File: config.mk
export PLATFORM = sky130hd
export DESIGN_NAME = evtstamp
export DESIGN_NICKNAME = d
export VERILOG_FILES = /design/src/rtl/evtstamp.sv
export SDC_FILE = /design/constraint.sdc
export NUM_CORES = 1
export LEC_CHECK = 0
export BUFFER_PORTS_ARGS = -buffer_cell sky130_fd_sc_hd__buf_2
export CAP_MARGIN = 20
export CORE_AREA = 2 2 207 209
export CTS_CLUSTER_DIAMETER = 80
export DETAILED_ROUTE_END_ITERATION = 6
export DIE_AREA = 0 0 209 211
export HOLD_SLACK_MARGIN = 0.03
export PLACE_DENSITY = 0.77
export SYNTH_ARGS = -nofsm -noshare
export SYNTH_HDL_FRONTEND = slang
export SYNTH_SLANG_ARGS = --single-unit
File: constraint.sdc
create_clock -name sys_clk -period 11.1 [get_ports sys_clk]
set_input_delay 0 -clock sys_clk [delete_from_list [all_inputs] [get_ports sys_clk]]
set_output_delay 0 -clock sys_clk [all_outputs]
set_load 0.005 [all_outputs]
File: src/rtl/evtstamp.sv
// evtstamp - CSR-bus event timestamper.
//
// Timestamps edges on two asynchronous event inputs against a free-running
// 30-bit system-clock counter and queues the event words in a FIFO that the
// CPU drains over the CSR bus. Event word layout: {ch, pol, ts[29:0]}.
//
// Build option:
//   EVTSTAMP_FALLING_EN  defined     -> falling edges are captured too (pol=1)
//                        not defined -> only rising edges, pol is always 0
//
// Parameters:
//   csr_addr        CSR page, selected when csr_a[13:10] == csr_addr
//   fifo_depth_log2 FIFO holds 2**fifo_depth_log2 words
//
// Ports:
//   sys_clk  system clock
//   sys_rst  synchronous active-high reset
//   csr_a    CSR address, csr_a[2:0] selects the register
//   csr_we   CSR write strobe
//   csr_di   CSR write data
//   csr_do   registered CSR read data, 0 when the page is not selected
//   evt_i    asynchronous event inputs
//   irq      level interrupt, irq_en & FIFO not empty (registered)
//
// Registers: 0 CTRL, 1 STATUS, 2 DATA, 3 POP, 4 TIME, 5-7 read as 0.

module evtstamp #(
    parameter logic [3:0] csr_addr        = 4'h2,
    parameter int         fifo_depth_log2 = 4
) (
    input  logic        sys_clk,
    input  logic        sys_rst,
    input  logic [13:0] csr_a,
    input  logic        csr_we,
    input  logic [31:0] csr_di,
    output logic [31:0] csr_do,
    input  logic [1:0]  evt_i,
    output logic        irq
);

    localparam int DEPTH = 1 << fifo_depth_log2;
    localparam int AW    = fifo_depth_log2;
    localparam int LW    = fifo_depth_log2 + 1;

    logic [1:0]    sync1, sync2, prev;
    logic [1:0]    edge_det, edge_pol;
    logic [29:0]   ts;
    logic [1:0]    en;
    logic          irq_en;
    logic          ovf;
    logic [1:0]    pend_v;
    logic [31:0]   pend_w [2];
    logic [31:0]   mem [DEPTH];
    logic [LW-1:0] wptr, rptr, level;
    logic          empty, full;
    logic [2:0]    reg_sel;
    logic          sel, wr, flush, ovf_clr, pop;
    logic          push_req, push_ok, push_drop;
    logic [31:0]   push_word;
    logic [1:0]    slot_done, cap, edge_ovf;
    logic [31:0]   head, rdata, status;
    logic          unused_bits;

    // Two-flop synchronizer plus one history flop for edge detection. All
    // reset to 0, so an input already high after reset shows up as a rise.
    always_ff @(posedge sys_clk) begin
        if (sys_rst) begin
            sync1 <= '0;
            sync2 <= '0;
            prev  <= '0;
        end else begin
            sync1 <= evt_i;
            sync2 <= sync1;
            prev  <= sync2;
        end
    end

`ifdef EVTSTAMP_FALLING_EN
    assign edge_det = sync2 ^ prev;
    assign edge_pol = prev & ~sync2;
`else
    assign edge_det = sync2 & ~prev;
    assign edge_pol = 2'b00;
`endif

    assign reg_sel = csr_a[2:0];
    assign sel     = (csr_a[13:10] == csr_addr);
    assign wr      = sel & csr_we;
    assign flush   = wr && (reg_sel == 3'd0) && csr_di[8];
    assign ovf_clr = wr && (reg_sel == 3'd1) && csr_di[10];

    assign level = wptr - rptr;
    assign empty = (level == '0);
    assign full  = (level == LW'(DEPTH));
    assign pop   = wr && (reg_sel == 3'd3) && !empty;
    assign head  = empty ? '0 : mem[rptr[AW-1:0]];

    // Channel 0 wins the single push port; channel 1 waits a cycle. A full
    // FIFO still accepts a push when a pop frees a word in the same cycle.
    assign push_req     = |pend_v;
    assign push_word    = pend_v[0] ? pend_w[0] : pend_w[1];
    assign push_ok      = push_req & (~full | pop);
    assign push_drop    = push_req & full & ~pop;
    assign slot_done[0] = pend_v[0];
    assign slot_done[1] = pend_v[1] & ~pend_v[0];

    // Edges on a disabled channel are invisible; edges on a busy slot are lost.
    assign cap      = edge_det & en & ~pend_v;
    assign edge_ovf = edge_det & en & pend_v;

    // Pending slots leave when pushed or dropped; flush discards everything.
    always_ff @(posedge sys_clk) begin
        if (sys_rst || flush) begin
            pend_v <= '0;
        end else begin
            pend_v <= (pend_v & ~slot_done) | cap;
        end
    end

    always_ff @(posedge sys_clk) begin
        for (int c = 0; c < 2; c++) begin
            if (cap[c]) begin
                pend_w[c] <= {1'(c), edge_pol[c], ts};
            end
        end
    end

    // FIFO pointers carry one extra bit so full and empty are distinct.
    always_ff @(posedge sys_clk) begin
        if (sys_rst || flush) begin
            wptr <= '0;
            rptr <= '0;
        end else begin
            if (push_ok) begin
                wptr <= wptr + LW'(1);
            end
            if (pop) begin
                rptr <= rptr + LW'(1);
            end
        end
    end

    always_ff @(posedge sys_clk) begin
        if (push_ok && !flush) begin
            mem[wptr[AW-1:0]] <= push_word;
        end
    end

    always_comb begin
        status         = '0;
        status[LW-1:0] = level;
        status[8]      = empty;
        status[9]      = full;
        status[10]     = ovf;
        rdata          = '0;
        case (reg_sel)
            3'd0:    rdata = {29'd0, irq_en, en};
            3'd1:    rdata = status;
            3'd2:    rdata = head;
            3'd4:    rdata = {2'b00, ts};
            default: rdata = '0;
        endcase
    end

    // Control, sticky overflow (a new overflow beats a clear), timebase and
    // the registered bus outputs.
    always_ff @(posedge sys_clk) begin
        if (sys_rst) begin
            ts     <= '0;
            en     <= '0;
            irq_en <= 1'b0;
            ovf    <= 1'b0;
            irq    <= 1'b0;
            csr_do <= '0;
        end else begin
            ts <= ts + 30'd1;
            if (wr && (reg_sel == 3'd0)) begin
                en     <= csr_di[1:0];
                irq_en <= csr_di[2];
            end
            ovf    <= (ovf & ~ovf_clr) | (~flush & (push_drop | (|edge_ovf)));
            irq    <= irq_en & ~empty;
            csr_do <= sel ? rdata : '0;
        end
    end

    assign unused_bits = ^{csr_a[9:3], csr_di[31:11], csr_di[9], csr_di[7:3]};

endmodule

==> results of run 1 <==
[flip-flops by register name, indices dropped and copies added (netlist names), named ones only]
signal and count:
mem 496, pend_w 60, csr_do 31, ts 30
rptr 5, wptr 5, en 2, pend_v 2
prev 2, sync1 2, sync2 2, irq 1
irq_en 1, ovf 1
[worst min-delay path, cell delays in order]
cell and delay [ps]:
buf_2 190, mux2i_1 110, o22a_1 180, nor2_1 80
a21oi_1 40, nor2_1 70
[per-stage QoR]
| stage | cell area, sq um | power (mW) | cells |
|---|---|---|---|
| floorplan | 24800 | 2.66 | 1308 |
| global placement | 25700 | 2.66 | 1851 |
| detailed placement | 25700 | 2.66 | 1851 |
| CTS | 28000 | 4.81 | 1984 |
| global route | 28100 | 4.90 | 1986 |
| finish | 28100 | 4.79 | 1986 |
[worst max-delay path by stage]
stage	startpoint	endpoint	slack [ps]	cells after the start
final	wptr[0]	mem[5][24]	6650	10
after global routing	wptr[0]	mem[5][24]	6470	10
after CTS	wptr[0]	mem[4][29]	6750	10
after detailed placement	wptr[0]	mem[7][26]	6780	10
after global placement	wptr[0]	mem[6][26]	6970	10
after floorplan	wptr[0]	mem[10][0]	7150	9
[cell usage in the layout (no fill, tap or decap), drive strengths merged, types with 3 or more instances in the layout]
master       count
xnor2           12
ha              10
mux2i           39
nand2b           5
clkinv          17
and3             6
mux2            30
a22oi           22
xor2            22
edfxtp         556
a222oi           4
or3              3
nand3b           4
nand4b           3
dfxtp           88
a211oi          31
mux4           125
a21o             3
a21oi           48
nand2           20
nand3           18
and4             4
nor3             5
dlygate4sd3     19
nor2            96
buf             74
bufinv           8
clkinvlp         4
nor2b           38
o21ai            6
inv             16
clkbuf          83
nand4            8
[cell families (layout without fill, tap and decap cells)]
group	count (synthesis)	count (layout)
compound gates	123	123
xor+xnor	34	34
fa+ha+maj	11	11
buf+inv	82	221
flops	644	644
mux	194	194
other cells	1	1
simple gates	219	219
[repair_timing]
item	in CTS	in global routing
endpoints found under the setup margin	0	0
hold buffers	19	0
gates resized for setup	0	0
buffers inserted	0	0
hold endpoints to repair	53	0
[power by group through the flow]
stage               Sequential [mW]  Combinational, mW  Clock (mW)
floorplan                      2.65             0.0107           0
global placement               2.65             0.0172           0
detailed placement             2.65             0.0175           0
CTS                            2.59             0.0212        2.20
global route                   2.59             0.0235        2.28
finish                         2.59             0.0221        2.17
[layout make-up]
cell class / count / area, sq um / share of cell area
Clock inverter: 31 / 378 / 0.0134
Multi-Input combinational cell: 582 / 6090 / 0.217
Tap cell: 539 / 674 / 0.0240
Clock buffer: 83 / 1760 / 0.0627
Inverter: 14 / 52.6 / 0.00187
Timing Repair Buffer: 93 / 678 / 0.0241
Sequential cell: 644 / 18500 / 0.657
[per-layer routing]
layer	share of wire	track usage
met1	0.41	0.358
met2	0.48	0.392
met3	0.082	0.0367
met4	0.032	0.0951
met5	0	0
==> flow_summary.toml, run 1 <==
[sta]
skew_ps = 12.9
hold_viol = 0
tightest_slew_ps = 1120
setup_ws_ps = 6650
min_period_over_period = 0.401
tns_ps = 0
max_freq_mhz = 225
timing.hold.ws_ps = 107
relSlewSlack = 0.250
setup_viol_count_final = 0
grt_setup_unrepaired = "false"
layout_min_cycle_time_ps = 4450
drv_slew = 0

[critical_path]
reg2reg_depth = 10
worstPathMaxFanout = 21
rr_startpoint = "wptr[0]"
slowest_stage = "nor2_4"
critPathBufInv = 2
critical_path_arrival_ps = 4710
crit_chain = "inv_1 -> ha_1 -> fa_1 -> nand2b_1 -> a21oi_1 -> xnor2_1 -> a32oi_1 -> nand3b_1 -> nor2_4 -> buf_4"
slowest_delay_ps = 610
endpoint_kind = "flip-flop"
worstSetupStartpointType = "flip-flop"
critical-path-top-delay-family = "simple AND/OR/NAND/NOR gates"
path_class = "reg2reg"
reg2reg_slack_ps = 6650
crit_required_ps = 11360
reg2reg_to = "mem[5][24]"

[placement]
gp_congestion = 0.858
dp_hpwl_um = 27700
port_buffers = 48
dpl_worst_slack_ps = 6780

[power_and_ir_drop]
powerDensity_mw_per_mm2 = 170
switching_share = 0.187
seqPwrFrac = 0.542
p_clk_frac = 0.454
power_leakage_nw = 8.78
p_int_mw = 3.90
combPwrFrac = 0.005
ir_worst_vdd_v = 0.000148
p_sw_mw = 0.894

[outcome]
status = "complete, no violations"

[yosys]
synth-main-ff-cell = "edfxtp_1"
synth_top_family_by_area = "multiplexers"
synthTopCellsByArea = "edfxtp_1 (67%), mux4_2 (11%), dfxtp_1 (7.1%)"
yosysWarnings = 0
avgSynthCellArea_sq_um = 19.0
synth-edff-count = 556
synth-seq-cells = 644
synth.mux.area_fraction = 0.143
synth_commonest_cells = "edfxtp_1 (556), mux4_2 (125), nor2_1 (96)"
synthMostInstantiatedCell = "edfxtp_1"
synthCells = 1308
syn_nets = 1370
synthAdderAreaFrac = 0.00585
synth_top_area_frac = 0.673
synth_top_cell_by_area = "edfxtp_1"
synthSimpleGateAreaFrac = 0.0445
synth_xor_area_frac = 0.0120
ys_types = 53
syn_area_sq_mm = 0.0248
seq_area_frac_synth = 0.744
synth-compound-area-share = 0.0333
async_flop_share = 0

[route]
drc = 0
routedWlPerCell_um = 26.6
drtPass1Iterations = 7
vias = 12700
initialDrtViolationCount = 1503
viasPerCell = 6.40
routed_wl_um = 52900
ant_nets = 0

[cells_and_area]
area_growth_pct = 13.3
fin_nets = 1457
fillers = 2569
final_core_util = 0.673
n_antenna_cell = 0
drive_gt1_frac = 0.252

[floorplanning]
core-area_sq_mm = 0.0418
ioPinCount = 84
die_y_um = 211
die_area_sq_mm = 0.0441
die_w_um = 209
start_util = 0.594
rows = 75

[global_route]
grt_max_degree = 84
grt_pass1_vias = 12900
grt_usage = 0.248
grt_pass1_wl_um = 80000
antenna_found_initial = 0
overflow = 0

[cts]
h-tree-depth = 2
clkTransAtPathRegs_ps = 60
cts_root_buffer = "clkbuf_16"
clock-sinks = 644
cts_buffer_depth = 3
cts_inserted_buffers = 60
clk_latency_ps = 620
tritoncts = "yes"

[flow_run]
maxCapViolCount = 0

[worst_hold_path]
hold_start = "csr_a[2]"
holdPathStages = 6
holdCritPathClass = "in2reg"
whs_endpoint = "csr_do[1]"
Power figures use the tool's default switching activity.
==> inputs of run 2 (changes only) <==
==> constraint.sdc (replaced) <==
create_clock -name sys_clk -period 4.3 [get_ports sys_clk]
set_input_delay 0 -clock sys_clk [delete_from_list [all_inputs] [get_ports sys_clk]]
set_output_delay 0 -clock sys_clk [all_outputs]
set_load 0.005 [all_outputs]
==> run 2 against run 1 <==
Net effect: die area stayed put; power is 150% higher; critical path depth stayed put; core utilization hardly changed; largest cell class unchanged; clock skew is 0.65 ps higher; critical path type unchanged; highest routed layer unchanged; cell count is 0.81% higher; register-to-register slack worse by 6200 ps; first-iteration DRC count is 8.8% higher; sequential share of layout area hardly changed.
==> flow_summary.toml, run 2 (synthesis results as in run 1) <==
[worst_hold_path]
holdCritPathClass = "in2reg"
holdPathStages = 5

[critical_path]
worstSetupStartpointType = "flip-flop"
rr_startpoint = "wptr[0]"
reg2reg_depth = 10
worstPathMaxFanout = 19
crit_required_ps = 4610
endpoint_kind = "flip-flop"
crit_chain = "inv_1 -> ha_1 -> fa_1 -> nand2b_1 -> a21oi_1 -> xnor2_1 -> a32oi_1 -> nand3b_1 -> nor2_4 -> buf_12"
reg2reg_to = "mem[4][24]"
critical_path_arrival_ps = 4180
reg2reg_slack_ps = 430
path_class = "reg2reg"
slowest_delay_ps = 550
cp-startpoint = "wptr[0]"
path_depth = 10
critical-path-top-delay-family = "simple AND/OR/NAND/NOR gates"
slowest_stage = "nor2_4"
crit_end = "mem[4][24]"
critPathBufInv = 2

[sta]
min_period_over_period = 0.901
hold_viol = 0
tightest_slew_ps = 1120
max_freq_mhz = 258
layout_min_cycle_time_ps = 3870
setup_viol_count_final = 0
skew_ps = 13.5
grt_setup_unrepaired = "false"
timing.hold.ws_ps = 128
drv_slew = 0
relSlewSlack = 0.251
tns_ps = 0

[cts]
cts_resized = 0
post_cts_buffers = 0
clk_latency_ps = 610
cts_hold_buf = 15
cts_root_buffer = "clkbuf_16"
tritoncts = "yes"
cts_buffer_depth = 3
clkTransAtPathRegs_ps = 60
clock-sinks = 644
h-tree-depth = 2
cts_inserted_buffers = 60

[floorplanning]
rows = 75
die_area_sq_mm = 0.0441
die_y_um = 211
core-area_sq_mm = 0.0418
ioPinCount = 84
die_w_um = 209
start_util = 0.594

[placement]
dp_hpwl_um = 30000
placed_cells = 1873
port_buffers = 48
gp_congestion = 0.855

[cells_and_area]
final_common_cell = "edfxtp_1"
largest_reg_flops = 496
n_antenna_cell = 0
fin_nets = 1474
layout_common_cells = "edfxtp_1 (556), mux4_2 (125), dfxtp_1 (83), nor2_1 (79), clkbuf_16 (61)"
final_core_util = 0.673
area_growth_pct = 13.4
stdcell_count = 2002
drive_gt1_frac = 0.257

[route]
viasPerCell = 6.36
vias = 12700
drc = 0
routed_wl_um = 53300
drtPass1Iterations = 7
initialDrtViolationCount = 1635
ant_nets = 0
routedWlPerCell_um = 26.6

[outcome]
status = "complete, no violations"

[power_and_ir_drop]
ir_worst_vdd_v = 0.000469
power_leakage_nw = 8.78
powerDensity_mw_per_mm2 = 426

[global_route]
grt_usage = 0.248
grt_max_degree = 62
overflow = 0
grt_pass1_vias = 13000
grt_pass1_wl_um = 80400
antenna_found_initial = 0

[flow_run]
maxCapViolCount = 0
==> run 2: changes by cell type in the layout (fill, tap and decap cells not counted) <==
cell	previous run	this run
buf_12	1	8
buf_16	2	1
buf_4	23	38
bufinv_16	8	4
clkbuf_1	9	15
clkbuf_16	63	61
clkbuf_8	11	7
clkinv_1	3	6
clkinv_2	13	10
clkinv_4	0	2
clkinvlp_4	4	5
dlygate4sd3_1	19	15
inv_4	1	0
inv_6	1	2
==> run 2: where the power goes <==
| group | total, mW | internal, mW | switching (mW) |
|---|---|---|---|
| Clock | 5.21 | 2.98 | 2.24 |
| Sequential | 6.69 | 6.69 | 0.00671 |
| Combinational | 0.0591 | 0.0236 | 0.0355 |
| Total | 12.0 | 9.69 | 2.28 |
==> run 2: worst min-delay path by stage <==
| stage | start | slack [ps] | end |
|---|---|---|---|
| 2_1_floorplan | evt_i[0] | 130 | sync1[0] |
| 3_3_place_gp | evt_i[1] | 210 | sync1[1] |
| 3_5_place_dp | evt_i[1] | 220 | sync1[1] |
| 4_1_cts | csr_a[2] | 90 | rptr[4] |
| 5_1_grt | csr_a[2] | 160 | rptr[4] |
| 6_report | csr_a[2] | 130 | rptr[4] |
==> run 2: layout make-up <==
class	count	area, sq um
timing repair buffer	110	863
clock inverter	30	282
clock buffer	83	1680
sequential	644	18500
inverter	14	52.6
fill	2538	13600
tap	539	674
multi-input combinational	582	6090
==> run 2: metrics by stage <==
step	cell area [sq um]	setup slack [ps]	total power [mW]
final	28100	427	12.0
after detailed placement	26000	541	6.88
after global placement	26000	586	6.88
after global routing	28100	243	12.3
after CTS	28100	456	12.0
after floorplan	24800	348	6.86
==> run 2: layer usage <==
| metal | vias to the layer above | global-route usage | routed length [um] |
|---|---|---|---|
| met5 | - | 0.00334 | 0 |
| met4 | 0 | 0.0855 | 1300 |
| met3 | 96 | 0.0418 | 4620 |
| met2 | 660 | 0.398 | 25600 |
| met1 | 6539 | 0.353 | 21700 |
| li1 | 5431 | - | - |
==> run 2: worst reg2reg max path, delay by kind of cell (launching register included) <==
kind	cells	cell delay, ps
XOR/XNOR	1	230
AND/OR/NAND/NOR	3	1140
buffers and inverters	2	390
AO/OA/AOI/OAI	2	690
flip-flops	1	440
adder cells (fa/ha/maj)	2	670
==> inputs of run 3 (changes only) <==
--- a/config.mk
+++ b/config.mk
@@ -5,12 +5,13 @@
 export SDC_FILE = /design/constraint.sdc
 export NUM_CORES = 1
 export LEC_CHECK = 0
+export ABC_AREA = 1
 export BUFFER_PORTS_ARGS = -buffer_cell sky130_fd_sc_hd__buf_2
 export CAP_MARGIN = 20
-export CORE_AREA = 2 2 207 209
+export CORE_AREA = 2 2 212 214
 export CTS_CLUSTER_DIAMETER = 80
 export DETAILED_ROUTE_END_ITERATION = 6
-export DIE_AREA = 0 0 209 211
+export DIE_AREA = 0 0 214 216
 export HOLD_SLACK_MARGIN = 0.03
 export PLACE_DENSITY = 0.77
 export SYNTH_ARGS = -nofsm -noshare
==> run 3 against run 2 <==
Net effect: fmax rose by 17%; core utilization fell by 1.3 points; synthesized cell count rose by 76%; clock-buffer cell count fell by 1; via count rose by 40%; die area rose by 4.8%; clock skew rose by 3.1 ps; critical path type unchanged.
==> flow_summary.toml, run 3 <==
[sta]
tns_ps = 0
drv_slew = 0
grt_setup_unrepaired = "false"
setup_viol_count_final = 0
skew_ps = 16.7
relSlewSlack = 0.351
tightest_slew_ps = 974
hold_viol = 0
timing.hold.ws_ps = 104
setup_ws_ps = 986
max_freq_mhz = 302
min_period_over_period = 0.771
layout_min_cycle_time_ps = 3310

[route]
routed_wl_um = 63900
routedWlPerCell_um = 21.5
vias = 17900
top_layer = "met4"
drc = 0
dr_wl_met3_um = 7740
initialDrtViolationCount = 2172
route.met2.wl_um = 30200
drt-met1-wl_um = 24000
viasPerCell = 6.01
ant_nets = 0
drtPass1Iterations = 5

[cts]
post_cts_buffers = 0
cts_buffer_depth = 3
cts_hold_buf = 21
cts_resized = 0
clock-sinks = 644
cts_root_buffer = "clkbuf_16"
clk_latency_ps = 600
clkTransAtPathRegs_ps = 60
h-tree-depth = 2
cts_inserted_buffers = 59
tritoncts = "yes"

[floorplanning]
rows = 77
die_area_sq_mm = 0.0462
start_util = 0.594
die_w_um = 214
die_y_um = 216
ioPinCount = 84
core-area_sq_mm = 0.0438

[global_route]
grt_pass1_vias = 17400
grt_max_degree = 127
overflow = 0
antenna_found_initial = 0
grt_pass1_wl_um = 98400
grt_usage = 0.277

[critical_path]
path_class = "reg2reg"
endpoint_kind = "flip-flop"
reg2reg_to = "mem[15][25]"
critPathBufInv = 2
critical_path_arrival_ps = 3610
slowest_delay_ps = 600
crit_end = "mem[15][25]"
crit_chain = "inv_1 -> ha_1 -> fa_1 -> xnor2_1 -> nor2_4 -> nand4_4 -> nand3_4 -> nor2_4 -> buf_12"
reg2reg_depth = 9
worstPathMaxFanout = 17
slowest_stage = "nor2_4"
critical-path-top-delay-family = "simple AND/OR/NAND/NOR gates"
crit_required_ps = 4590
cp_common_cell = "nor2_4"
rr_startpoint = "wptr[0]"
worstSetupStartpointType = "flip-flop"
cp-startpoint = "wptr[0]"
reg2reg_slack_ps = 990
path_depth = 9

[yosys]
synth.mux.area_fraction = 0
synthCells = 2297
synth_top_cell_by_area = "edfxtp_1"
synth_top_family_by_area = "simple AND/OR/NAND/NOR gates"
synth_xor_area_frac = 0.00370
syn_nets = 2359
synthTopCellsByArea = "edfxtp_1 (64%), nand2_1 (10%), nand3_1 (8.6%)"
synth_top_area_frac = 0.641
synthSimpleGateAreaFrac = 0.222
synth-compound-area-share = 0.0222
async_flop_share = 0
synth-seq-cells = 644
synth-main-ff-cell = "edfxtp_1"
seq_area_frac_synth = 0.709
synthAdderAreaFrac = 0.00557
synth-edff-count = 556
synth_commonest_cells = "nand2_1 (695), edfxtp_1 (556), nand3_1 (445)"
avgSynthCellArea_sq_um = 11.3
ys_types = 43
yosysWarnings = 0
synthMostInstantiatedCell = "nand2_1"
syn_area_sq_mm = 0.0260

[cells_and_area]
multi_input_area_sq_mm = 0.00671
fin_nets = 2396
ff_latch_area_sq_mm = 0.0185
fillers = 2997
area_growth_pct = 11.1
n_antenna_cell = 0
drive_gt1_frac = 0.0915
largest_reg_flops = 496
layout_common_cells = "nand2_1 (695), edfxtp_1 (556), nand3_1 (445), dfxtp_1 (84), inv_1 (79)"
stdcell_count = 2975
final_common_cell = "nand2_1"

[placement]
gp_congestion = 0.891
dpl_worst_slack_ps = 995
port_buffers = 48
dp_hpwl_um = 35100
placed_cells = 2843

[power_and_ir_drop]
power.total_mw = 11.9
ir_worst_vdd_v = 0.000448
powerDensity_mw_per_mm2 = 411
power_leakage_nw = 10.2

[outcome]
status = "complete, no violations"

[worst_hold_path]
holdCritPathClass = "in2reg"

[flow_run]
maxCapViolCount = 0
[run 3: power by group]
part           switching [mW]  internal [mW]  total (mW)
registers             0.00692           6.69        6.70
clock network            2.18           2.94        5.12
logic                  0.0374         0.0227      0.0601
[run 3: worst min-delay path by stage]
stage | depth (start not counted) | end | startpoint
finish | 7 | flip-flop | csr_a[11]
global route | 4 | flip-flop | csr_di[8]
CTS | 7 | flip-flop | csr_a[11]
detailed placement | 3 | sync1[1] | evt_i[1]
global placement | 3 | sync1[0] | evt_i[0]
floorplan | 2 | sync1[0] | evt_i[0]
[run 3: tightest hold or removal path: cells and delay by family]
family | cells | cell delay, ps
AO/OA/AOI/OAI | 1 | 70
buffers and inverters | 2 | 220
AND/OR/NAND/NOR | 4 | 350
[run 3: final cells by class]
type / count / share of cell area
Sequential cell: 644 / 0.639
Multi-Input combinational cell: 1440 / 0.232
Clock buffer: 82 / 0.0576
Timing Repair Buffer: 103 / 0.0264
Tap cell: 592 / 0.0256
Inverter: 86 / 0.0116
Clock inverter: 28 / 0.00813
[run 3: metal layers]
layer / up-vias / global-route usage
li1: 8103 / -
met1: 8552 / 0.372
met2: 1054 / 0.452
met3: 157 / 0.0586
met4: 0 / 0.0988
met5: - / 0
[run 3: through the flow]
| step | instance area, sq um | util |
|---|---|---|
| floorplan | 26000 | - |
| global placement | 26800 | 0.611 |
| detailed placement | 26800 | 0.611 |
| CTS | 28900 | 0.659 |
| global route | 28900 | 0.660 |
| finish | 28900 | 0.660 |
[run 3: cell families (layout without fill, tap and decap cells)]
group | count (synthesis) | in the layout
buffers and inverters | 213 | 299
adders and majority gates | 11 | 11
DFF | 644 | 644
and+or+nand+nor | 1307 | 1307
xor gates and xnor gates | 11 | 11
AOI/OAI and AO/OA | 110 | 110
other | 1 | 1
